`src/rtl/counting_register_bank.sv`:
```
// Bank of NREGS counting registers with one shared load/inc/dec write path
// and two combinational read ports, with optional write forwarding.
module counting_register_bank #(
  parameter int unsigned      WIDTH       = 16,
  parameter int unsigned      NREGS       = 4,
  parameter logic [WIDTH-1:0] RESET_VALUE = '0,
  parameter int unsigned      BYPASS      = 0,
  localparam int unsigned     SELW        = (NREGS > 2) ? $clog2(NREGS) : 1
) (
  input  logic             clk,
  input  logic             reset,
  input  logic [WIDTH-1:0] bus,
  input  logic [SELW-1:0]  sel,
  input  logic [1:0]       op,
  input  logic             en_bar,
  input  logic [SELW-1:0]  rsel_a,
  input  logic [SELW-1:0]  rsel_b,
  output logic [WIDTH-1:0] value_a,
  output logic [WIDTH-1:0] value_b,
  output logic             wrap,
  output logic             zero
);

  localparam logic [1:0] OpHold = 2'b00;
  localparam logic [1:0] OpLoad = 2'b01;
  localparam logic [1:0] OpInc  = 2'b10;
  localparam logic [1:0] OpDec  = 2'b11;

  logic [WIDTH-1:0] regs_q [NREGS];
  logic [WIDTH-1:0] cur;
  logic [WIDTH-1:0] nxt;
  logic             active;
  logic             wrap_d;
  logic             wrap_q;
  logic             zero_q;

  // Out-of-range selects (possible when NREGS is not a power of two) read as 0.
  function automatic logic [WIDTH-1:0] read_reg(input logic [SELW-1:0] idx);
    logic [WIDTH-1:0] v;
    v = '0;
    for (int i = 0; i < int'(NREGS); i++) begin
      if (idx == SELW'(i)) v = regs_q[i];
    end
    return v;
  endfunction

  always_comb begin
    active = !en_bar && (op != OpHold) && (32'(sel) < NREGS);
    cur    = read_reg(sel);
    nxt    = cur;
    wrap_d = 1'b0;
    if (active) begin
      case (op)
        OpLoad: nxt = bus;
        OpInc: begin
          nxt    = cur + WIDTH'(1);
          wrap_d = &cur;
        end
        OpDec: begin
          nxt    = cur - WIDTH'(1);
          wrap_d = ~|cur;
        end
        default: nxt = cur;
      endcase
    end
  end

  always_ff @(posedge clk or posedge reset) begin
    if (reset) begin
      for (int i = 0; i < int'(NREGS); i++) regs_q[i] <= RESET_VALUE;
      wrap_q <= 1'b0;
      zero_q <= (RESET_VALUE == '0);
    end else begin
      wrap_q <= wrap_d;
      for (int i = 0; i < int'(NREGS); i++) begin
        if (active && (sel == SELW'(i))) regs_q[i] <= nxt;
      end
      if (active) zero_q <= (nxt == '0);
    end
  end

  always_comb begin
    value_a = read_reg(rsel_a);
    value_b = read_reg(rsel_b);
    if (BYPASS != 0 && active) begin
      if (rsel_a == sel) value_a = nxt;
      if (rsel_b == sel) value_b = nxt;
    end
  end

  assign wrap = wrap_q;
  assign zero = zero_q;

endmodule

```
`config.mk`:
```
export PLATFORM = sky130hd
export DESIGN_NAME = counting_register_bank
export DESIGN_NICKNAME = d
export VERILOG_FILES = /design/src/rtl/counting_register_bank.sv
export SDC_FILE = /design/constraint.sdc
export NUM_CORES = 1
export LEC_CHECK = 0
export BUFFER_PORTS_ARGS = -buffer_cell sky130_fd_sc_hd__buf_2
export CAP_MARGIN = 20
export CORE_MARGIN = 5
export CORE_UTILIZATION = 40
export CTS_CLUSTER_DIAMETER = 50
export CTS_CLUSTER_SIZE = 20
export DETAILED_ROUTE_END_ITERATION = 8
export SETUP_SLACK_MARGIN = 0.1
export SYNTH_ARGS = -nofsm -noshare
export SYNTH_HDL_FRONTEND = slang
export SYNTH_SLANG_ARGS = --single-unit
```
`constraint.sdc`:
```
create_clock -name clk -period 3.7 [get_ports clk]
set_input_delay 0.74 -clock clk [delete_from_list [all_inputs] [get_ports clk]]
set_output_delay 0.74 -clock clk [all_outputs]
set_load 0.01 [all_outputs]
```
==> results of run 1 <==
per-stage QoR:
| stage | std cells | hold slack (ns) | total power [µW] | area, µm² |
|---|---|---|---|---|
| floorplan | 462 | 0.474 | 2270 | 4810 |
| global placement | 713 | 0.477 | 3040 | 5700 |
| detailed placement | 713 | 0.497 | 3080 | 5700 |
| CTS | 727 | 0.505 | 3860 | 5960 |
| global route | 728 | 0.374 | 4140 | 6030 |
| finish | 728 | 0.369 | 3900 | 6030 |
area by class of cell:
type / count / area [µm²] / area share
inverters: 10 / 37.5 / 0.00622
clock inverters: 3 / 17.5 / 0.00290
repair buffers: 136 / 893 / 0.148
multi-input cells: 359 / 3010 / 0.499
well taps: 143 / 179 / 0.0297
clock buffers: 11 / 243 / 0.0402
flip-flops and latches: 66 / 1650 / 0.274
layer usage:
metal	global-route usage	vias to the layer above	share of wire
li1	-	1988	-
met1	0.297	2193	0.41
met2	0.375	153	0.50
met3	0.0458	19	0.069
met4	0.0659	0	0.016
met5	0	-	0
sequential cells by signal (all words and copies together) (netlist names):
register  count
wrap          1
zero          1
regs_q       64
power by group through the flow:
stage	clock network, µW	logic [µW]	registers, µW
2_1_floorplan	0	1170	1100
3_3_place_gp	0	1890	1160
3_5_place_dp	0	1900	1180
4_1_cts	777	1910	1170
5_1_grt	813	2120	1210
6_report	769	1950	1180
repair_timing:
| action | 4_1_cts | 5_1_grt |
|---|---|---|
| endpoints found under the hold margin | 0 | 0 |
| hold buffers | 0 | 0 |
| endpoints found under the setup margin | 1 | 8 |
| resized for setup | 1 | 9 |
worst min path at each step:
stage | from | to
6_report | reset | regs_q[45]$_DFFE_PP0P_
5_1_grt | reset | regs_q[11]$_DFFE_PP0P_
4_1_cts | zero$_DFFE_PP1P_ | zero$_DFFE_PP1P_
3_5_place_dp | zero$_DFFE_PP1P_ | zero$_DFFE_PP1P_
3_3_place_gp | zero$_DFFE_PP1P_ | zero$_DFFE_PP1P_
2_1_floorplan | regs_q[39]$_DFFE_PP0P_ | regs_q[39]$_DFFE_PP0P_
cells by family (layout without fill, tap and decap cells):
logic type / after synthesis / in the layout / synth area share
muxes: 51 / 51 / 0.237
adders and majority gates: 17 / 17 / 0.0466
AOI/OAI and AO/OA: 127 / 127 / 0.168
and+or+nand+nor: 153 / 153 / 0.145
xor gates and xnor gates: 11 / 11 / 0.0204
DFF: 66 / 66 / 0.350
buffers and inverters: 37 / 160 / 0.0331
Yosys cell counts (all sizes together) (2+ instances only):
library cell  number
a2111oi            3
a211oi             7
a21o               5
a21oi             38
a22oi              5
a31o               2
a31oi              5
and2               2
and3               2
buf               10
clkbuf            17
dfrtp             65
ha                16
inv               10
mux2i              2
mux4              48
nand2             68
nand2b             4
nand3              6
nand3b             3
nand4              4
nor2              46
nor2b              2
nor3               5
nor4               3
nor4b              2
o2111ai            2
o21ai             45
o22a               4
o31ai              2
or4b               2
xnor2              6
xor2               5
worst max-delay path, stage by stage:
cell,delay (ns)
buf_6,0.15
mux4_2,0.60
fa_2,0.46
a211oi_2,0.30
o31ai_4,0.11
buf_4,0.15
a31o_2,0.23
a21oi_2,0.13
xnor2_1,0.09
a22oi_2,0.16
nand2_1,0.07
or3b_1,0.37
a22oi_2,0.13
==> results.yml, run 1 <==
floorplanning:
  initial_core_util: 0.410
  die_w_um: 119
  core_area_um2: 11500
  rows: 39
  die_h_um: 119
  die_area_um2: 14100
  io_pins: 61
worst_setup_path:
  r2r_start: "regs_q[1]$_DFFE_PP0P_"
  critical_path.endpoint_type: "flop"
  required_ns: 3.96
  rrSetupSlack_ns: 0.46
  reg2reg_to: "zero$_DFFE_PP1P_"
  path_max_fanout: 10
  critPathCapture: "zero$_DFFE_PP1P_"
  cp-startpoint: "sel[1]"
  rr_worst_depth: 12
  critPathLaunchType: "input pin"
  worstSetupPathType: "input pin to flop"
  critical_path_arrival_ns: 3.70
pwr:
  cellPowerDensity_nw_per_um2: 646
  p_int_uw: 2410
  power.share.clock: 0.197
  leakagePower_uw: 0.00264
  sw_frac_of_total: 0.383
  p_seq_frac: 0.303
  ir_drop_mv: 0.203
  switchingPower_uw: 1490
  pwr-share-comb: 0.500
grt:
  grt_max_degree: 48
  antenna_found_initial: 0
  overflow: 0
  grt_pass1_wl_um: 24700
  grt_pass1_vias: 4452
  grtUsageTotal: 0.225
sta:
  setup-violations-final: 0
  worst_pin_slew_ns: 0.779
  fin_crit_sh: 0.930
  clock.fmax_mhz: 290
  rsz0062_at_grt: "no"
  final.setup_skew_ns: 0.00678
  hold_viol: 0
  fin_crit_ns: 3.44
  slew_violations: 0
  setup_slack_ns: 0.258
  relSlewSlack: 0.479
  tns_ns: 0
place:
  dp_hpwl_um: 11700
  gp_congestion: 0.871
  portBuffers: 60
  pre_cts_slack_ns: -0.242
clock_tree:
  clock_tree.buffer_depth: 2
  htreeDepth: 3
  clk_pin_slew_worst_paths_ns: 0.06
  cts-root-buf: "clkbuf_16"
  postCtsSetupBuffers: 0
  cts_sinks: 66
  tritoncts: "done"
  cts_made_buffers: 9
  insertion_delay_ns: 0.33
final_layout:
  final_common_cell: "buf_4"
  drive_above_1_share: 0.383
  layout_common_cells: "buf_4 (74), nand2_1 (68), dfrtp_1 (65), buf_2 (59)"
  area_growth_pct: 27.6
  utilization: 0.524
  fillCellCount: 1054
  n_antenna_cell: 0
  num-nets-final: 626
logic_synthesis:
  synth-main-ff-cell: "dfrtp_1"
  synth_nets: 506
  synth-async-reset-ratio: 1.00
  synth_cell_types: 57
  synthTopCellsByArea: "dfrtp_1 (34%), mux4_2 (22%), nand2_1 (5.4%), o21ai_0 (4.7%), ha_1 (4.2%)"
  syn_avg_cell_area_um2: 10.2
  synth-edff-count: 0
  ys_seq_area_frac: 0.350
  ys_warn_count: 0
  ys_seq_elements: 66
  syn_area_um2: 4730
  synth_top_area_share: 0.344
  synth_area_leader_cell: "dfrtp_1"
  synth_cells: 462
detailed_routing:
  wl_um: 15500
  dr.pass1.iters: 4
  drt_iter0_drc: 392
  viasPerCell: 5.98
  vias: 4353
  antenna_left: 0
  detail_route.wl_per_cell_um: 21.2
  remaining_drc_errors: 0
hold_path:
  min_path_type: "input pin to asynchronous set/reset pin"
flow_run:
  max-cap-violations: 0
run_status:
  status: "completed"
(Power assumes the default switching activity.)
==> run 2, diff against run 1 <==
--- a/config.mk
+++ b/config.mk
@@ -7,11 +7,14 @@
 export LEC_CHECK = 0
 export BUFFER_PORTS_ARGS = -buffer_cell sky130_fd_sc_hd__buf_2
 export CAP_MARGIN = 20
+export CELL_PAD_IN_SITES_DETAIL_PLACEMENT = 0
+export CELL_PAD_IN_SITES_GLOBAL_PLACEMENT = 2
 export CORE_MARGIN = 5
-export CORE_UTILIZATION = 40
+export CORE_UTILIZATION = 38
 export CTS_CLUSTER_DIAMETER = 50
 export CTS_CLUSTER_SIZE = 20
 export DETAILED_ROUTE_END_ITERATION = 8
+export PLACE_DENSITY_LB_ADDON = 0.1
 export SETUP_SLACK_MARGIN = 0.1
 export SYNTH_ARGS = -nofsm -noshare
 export SYNTH_HDL_FRONTEND = slang
==> run 2 against run 1 <==
Compared with the run above: wire length increased by 1.0%; highest routed layer unchanged; clock power grew 9.2%; power grew 1.2%; non-clock buffer count increased by 1; register-to-register slack improved by 0.07 ns; critical path depth unchanged; design area grew 0.35%; sequential power barely moved; critical endpoint unchanged; global-route usage shrank 0.61 points; maximum frequency rose by 1.8%.
==> results.yml, run 2 (same netlist as run 1, synthesis figures left out) <==
run_status:
  status: "completed"
sta:
  hold_viol: 0
  setup-violations-final: 0
  relSlewSlack: 0.488
  worst_pin_slew_ns: 0.766
  setup_slack_ns: 0.319
  slew_violations: 0
  rsz0062_at_grt: "no"
  clock.fmax_mhz: 296
  fin_crit_sh: 0.914
  finalHoldWorstSlack_ns: 0.340
  fin_crit_ns: 3.38
  final.setup_skew_ns: 0.0116
final_layout:
  num-nets-final: 627
  regMostFlops: "regs_q"
  area_growth_pct: 28.1
  fillCellCount: 1175
  drive_above_1_share: 0.381
  n_antenna_cell: 0
  largest_reg_flops: 64
  seq_area_um2: 1650
  final_common_cell: "buf_4"
  layout_common_cells: "buf_4 (77), nand2_1 (68), dfrtp_1 (65), buf_2 (59)"
  multi_input_area_um2: 2980
worst_setup_path:
  worstSetupPathType: "input pin to flop"
  critical_path.endpoint_type: "flop"
  rr_worst_depth: 11
  critical_path_arrival_ns: 3.64
  critPathLaunchType: "input pin"
  r2r_start: "regs_q[5]$_DFFE_PP0P_"
  required_ns: 3.96
  reg2reg_to: "zero$_DFFE_PP1P_"
  rrSetupSlack_ns: 0.53
  path_max_fanout: 14
grt:
  overflow: 0
  grt_max_degree: 55
  grt_pass1_wl_um: 24600
  antenna_found_initial: 0
  grt_pass1_vias: 4337
  grtUsageTotal: 0.219
detailed_routing:
  detail_route.wl_per_cell_um: 20.6
  vias: 4296
  viasPerCell: 5.68
  dr.pass1.iters: 5
  wl_um: 15600
  antenna_left: 0
  drt_iter0_drc: 372
  remaining_drc_errors: 0
floorplanning:
  die_h_um: 122
  die_w_um: 122
  rows: 40
  initial_core_util: 0.390
  io_pins: 61
  core_area_um2: 12100
  die_area_um2: 14800
clock_tree:
  insertion_delay_ns: 0.33
  clock_tree.buffer_depth: 2
  htreeDepth: 3
  clk_pin_slew_worst_paths_ns: 0.06
  cts-root-buf: "clkbuf_16"
  cts_made_buffers: 9
  ctsHoldBuffers: 0
  tritoncts: "done"
  cts_sinks: 66
pwr:
  ir_drop_mv: 0.292
  cellPowerDensity_nw_per_um2: 652
  leakagePower_uw: 0.00265
place:
  gp_congestion: 0.901
  pre_cts_slack_ns: -0.303
  dp_hpwl_um: 11700
  portBuffers: 60
flow_run:
  max-cap-violations: 0
hold_path:
  min_path_type: "input pin to asynchronous set/reset pin"
run 2: changes by cell type in the layout (fill, tap and decap cells not counted), sizes merged:
| cell | before | now |
|---|---|---|
| clkbuf | 11 | 10 |
| clkinv | 2 | 4 |
| bufinv | 0 | 1 |
| buf | 136 | 137 |
run 2: worst max-delay path by stage:
stage	start	slack, ns	to
after floorplan	sel[1]	0.03	zero$_DFFE_PP1P_
after global placement	sel[1]	-0.28	regs_q[14]$_DFFE_PP0P_
after detailed placement	sel[1]	-0.30	regs_q[62]$_DFFE_PP0P_
after CTS	sel[1]	0.18	regs_q[30]$_DFFE_PP0P_
after global routing	sel[0]	0.10	zero$_DFFE_PP1P_
final	sel[1]	0.32	zero$_DFFE_PP1P_
run 2: through the flow:
step                       util  setup TNS [ns]  cell area [µm²]  power (µW)  instances
after global routing      0.500               0             6050        4200        756
after floorplan               -               0             4810        2270        462
after detailed placement  0.473           -3.19             5730        3080        738
after CTS                 0.497               0             6020        3930        754
final                     0.500               0             6050        3950        756
after global placement    0.473           -2.87             5730        3070        738
run 2: what timing repair did:
| item | in CTS | in global routing |
|---|---|---|
| endpoints found under the setup margin | 5 | 5 |
| resized for setup | 1 | 5 |
| buffers inserted | 0 | 2 |
run 2: layout make-up:
class / count / share of cell area
Multi-Input combinational cell: 359 / 0.492
Sequential cell: 66 / 0.273
Clock buffer: 10 / 0.0378
Tap cell: 168 / 0.0347
Timing Repair Buffer: 137 / 0.147
Inverter: 10 / 0.00620
Clock inverter: 6 / 0.00951
run 2: metal layers:
layer / wire length, µm / share of wire / global-route usage / vias to the layer above
met5: 0 / 0 / 0 / -
met4: 244 / 0.016 / 0.0602 / 0
met3: 897 / 0.057 / 0.0382 / 16
met2: 7540 / 0.48 / 0.352 / 144
met1: 6930 / 0.44 / 0.305 / 2143
li1: - / - / - / 1993
run 2: report_power, final:
| part | leakage (µW) | total, µW | internal [µW] | switching, µW |
|---|---|---|---|---|
| clock network | 0.000142 | 840 | 517 | 323 |
| registers | 0.000793 | 1160 | 949 | 215 |
| logic | 0.00171 | 1940 | 994 | 948 |
| total | 0.00265 | 3950 | 2460 | 1490 |
run 2: worst max-delay path, stage by stage:
cell and delay, ns:
buf_8 0.15, buf_4 0.17, mux4_2 0.56, ha_1 0.26, a2111oi_2 0.39, o31ai_4 0.15
a31o_2 0.26, a21oi_2 0.13, xnor2_1 0.09, a22oi_2 0.17, nand2_1 0.06, or3b_1 0.36
a22oi_2 0.13
==> run 3, diff against run 2 <==
--- a/config.mk
+++ b/config.mk
@@ -14,7 +14,7 @@
 export CTS_CLUSTER_DIAMETER = 50
 export CTS_CLUSTER_SIZE = 20
 export DETAILED_ROUTE_END_ITERATION = 8
-export PLACE_DENSITY_LB_ADDON = 0.1
+export PLACE_DENSITY = 0.83
 export SETUP_SLACK_MARGIN = 0.1
 export SYNTH_ARGS = -nofsm -noshare
 export SYNTH_HDL_FRONTEND = slang
==> run 3 against run 2 <==
Compared with the run above: wire length down 2.5%; largest power group unchanged; sequential power hardly changed; first-iteration DRC count grew 5.1%.
==> results.yml, run 3 (same netlist as run 1, synthesis figures left out) <==
clock_tree:
  insertion_delay_ns: 0.33
  cts_made_buffers: 9
  clock_tree.buffer_depth: 2
  tritoncts: "done"
  htreeDepth: 3
  cts-root-buf: "clkbuf_16"
  cts_sinks: 66
  clk_pin_slew_worst_paths_ns: 0.05
  ctsHoldBuffers: 0
pwr:
  ir_drop_mv: 0.256
  sw_frac_of_total: 0.372
  p_seq_frac: 0.296
  leakagePower_uw: 0.00265
  power.share.clock: 0.219
  cellPowerDensity_nw_per_um2: 650
  pwr-share-comb: 0.485
  switchingPower_uw: 1470
  p_int_uw: 2490
floorplanning:
  core_area_um2: 12100
  die_h_um: 122
  die_w_um: 122
  rows: 40
  io_pins: 61
  initial_core_util: 0.390
  die_area_um2: 14800
sta:
  fin_crit_ns: 3.42
  relSlewSlack: 0.482
  finalHoldWorstSlack_ns: 0.501
  setup-violations-final: 0
  slew_violations: 0
  clock.fmax_mhz: 293
  hold_viol: 0
  fin_crit_sh: 0.923
  worst_pin_slew_ns: 0.776
  rsz0062_at_grt: "no"
  final.setup_skew_ns: 0.00401
final_layout:
  largest_reg_flops: 64
  num-nets-final: 625
  n_antenna_cell: 0
  area_growth_pct: 28.7
  fin_cells: 754
  final_common_cell: "buf_4"
  layout_common_cells: "buf_4 (74), nand2_1 (68), dfrtp_1 (65), buf_2 (59)"
  regMostFlops: "regs_q"
  drive_above_1_share: 0.389
worst_setup_path:
  path_max_fanout: 10
  critical_path.endpoint_type: "flop"
  worstSetupPathType: "input pin to flop"
  critical_path_arrival_ns: 3.67
  critPathLaunchType: "input pin"
  required_ns: 3.96
detailed_routing:
  drt_iter0_drc: 391
  dr.pass1.iters: 5
  viasPerCell: 5.63
  antenna_left: 0
  vias: 4245
  detail_route.wl_per_cell_um: 20.2
  wl_um: 15200
  remaining_drc_errors: 0
run_status:
  status: "completed"
grt:
  overflow: 0
  grt_pass1_wl_um: 23900
  grt_pass1_vias: 4315
  grt_max_degree: 35
  antenna_found_initial: 0
  grtUsageTotal: 0.212
place:
  dp_cells: 737
  gp_congestion: 0.914
  dp_hpwl_um: 11500
  portBuffers: 60
hold_path:
  min_path_type: "flop to flop"
flow_run:
  max-cap-violations: 0
run 3: power by group through the flow:
stage / Clock (µW) / Combinational, µW / Sequential (µW)
after floorplan: 0 / 1170 / 1100
after global placement: 0 / 1870 / 1160
after detailed placement: 0 / 1870 / 1180
after CTS: 884 / 1890 / 1170
after global routing: 905 / 2080 / 1210
final: 867 / 1920 / 1170
run 3: layout make-up:
cell class                      count  area [µm²]
Clock buffer                       11         253
Clock inverter                      5        52.6
Fill cell                        1133        6030
Inverter                           10        37.5
Multi-Input combinational cell    359        3000
Sequential cell                    66        1650
Tap cell                          168         210
Timing Repair Buffer              135         873
run 3: metrics by stage:
stage | util | setup slack, ns | area [µm²] | TNS [ns] | total power, µW
floorplan | - | 0.0322 | 4810 | 0 | 2270
global placement | 0.472 | -0.233 | 5720 | -1.60 | 3030
detailed placement | 0.472 | -0.250 | 5720 | -2.14 | 3050
CTS | 0.498 | 0.198 | 6030 | 0 | 3940
global route | 0.502 | 0.109 | 6080 | 0 | 4200
finish | 0.502 | 0.285 | 6080 | 0 | 3960
run 3: critical path: stages:
cell	delay, ns
buf_6	0.15
mux4_2	0.58
ha_1	0.37
a2111oi_4	0.32
o31ai_2	0.14
buf_4	0.16
a31o_2	0.22
a21oi_2	0.13
xnor2_1	0.09
a22oi_2	0.17
nand2_1	0.07
or3b_4	0.38
a22oi_2	0.12
run 3: final timing paths:
path                            slack [ns]             startpoint                     end  cells after the start
worst max-delay path                  0.28                 sel[1]        zero$_DFFE_PP1P_                     13
worst min-delay path                  0.50       zero$_DFFE_PP1P_        zero$_DFFE_PP1P_                      2
worst max register to register        0.48  regs_q[5]$_DFFE_PP0P_        zero$_DFFE_PP1P_                     12
worst min register to register        0.50       zero$_DFFE_PP1P_        zero$_DFFE_PP1P_                      2
max in group asynchronous             2.38                  reset  regs_q[49]$_DFFE_PP0P_                      3
min in group asynchronous             0.56                  reset  regs_q[40]$_DFFE_PP0P_                      2
run 3: metal layers:
metal	part of all wire	up-vias	routed length, µm	global-route usage
li1	-	1994	-	-
met1	0.43	2084	6570	0.286
met2	0.49	136	7410	0.343
met3	0.049	31	741	0.0336
met4	0.033	0	499	0.0819
met5	0	-	0	0
run 3: timing repair:
action                                  CTS  global route
endpoints found under the setup margin    1             3
resized for setup                         1            10
hold endpoints to repair                  0             0
setup buffers                             0             1
pin swaps                                 0             1
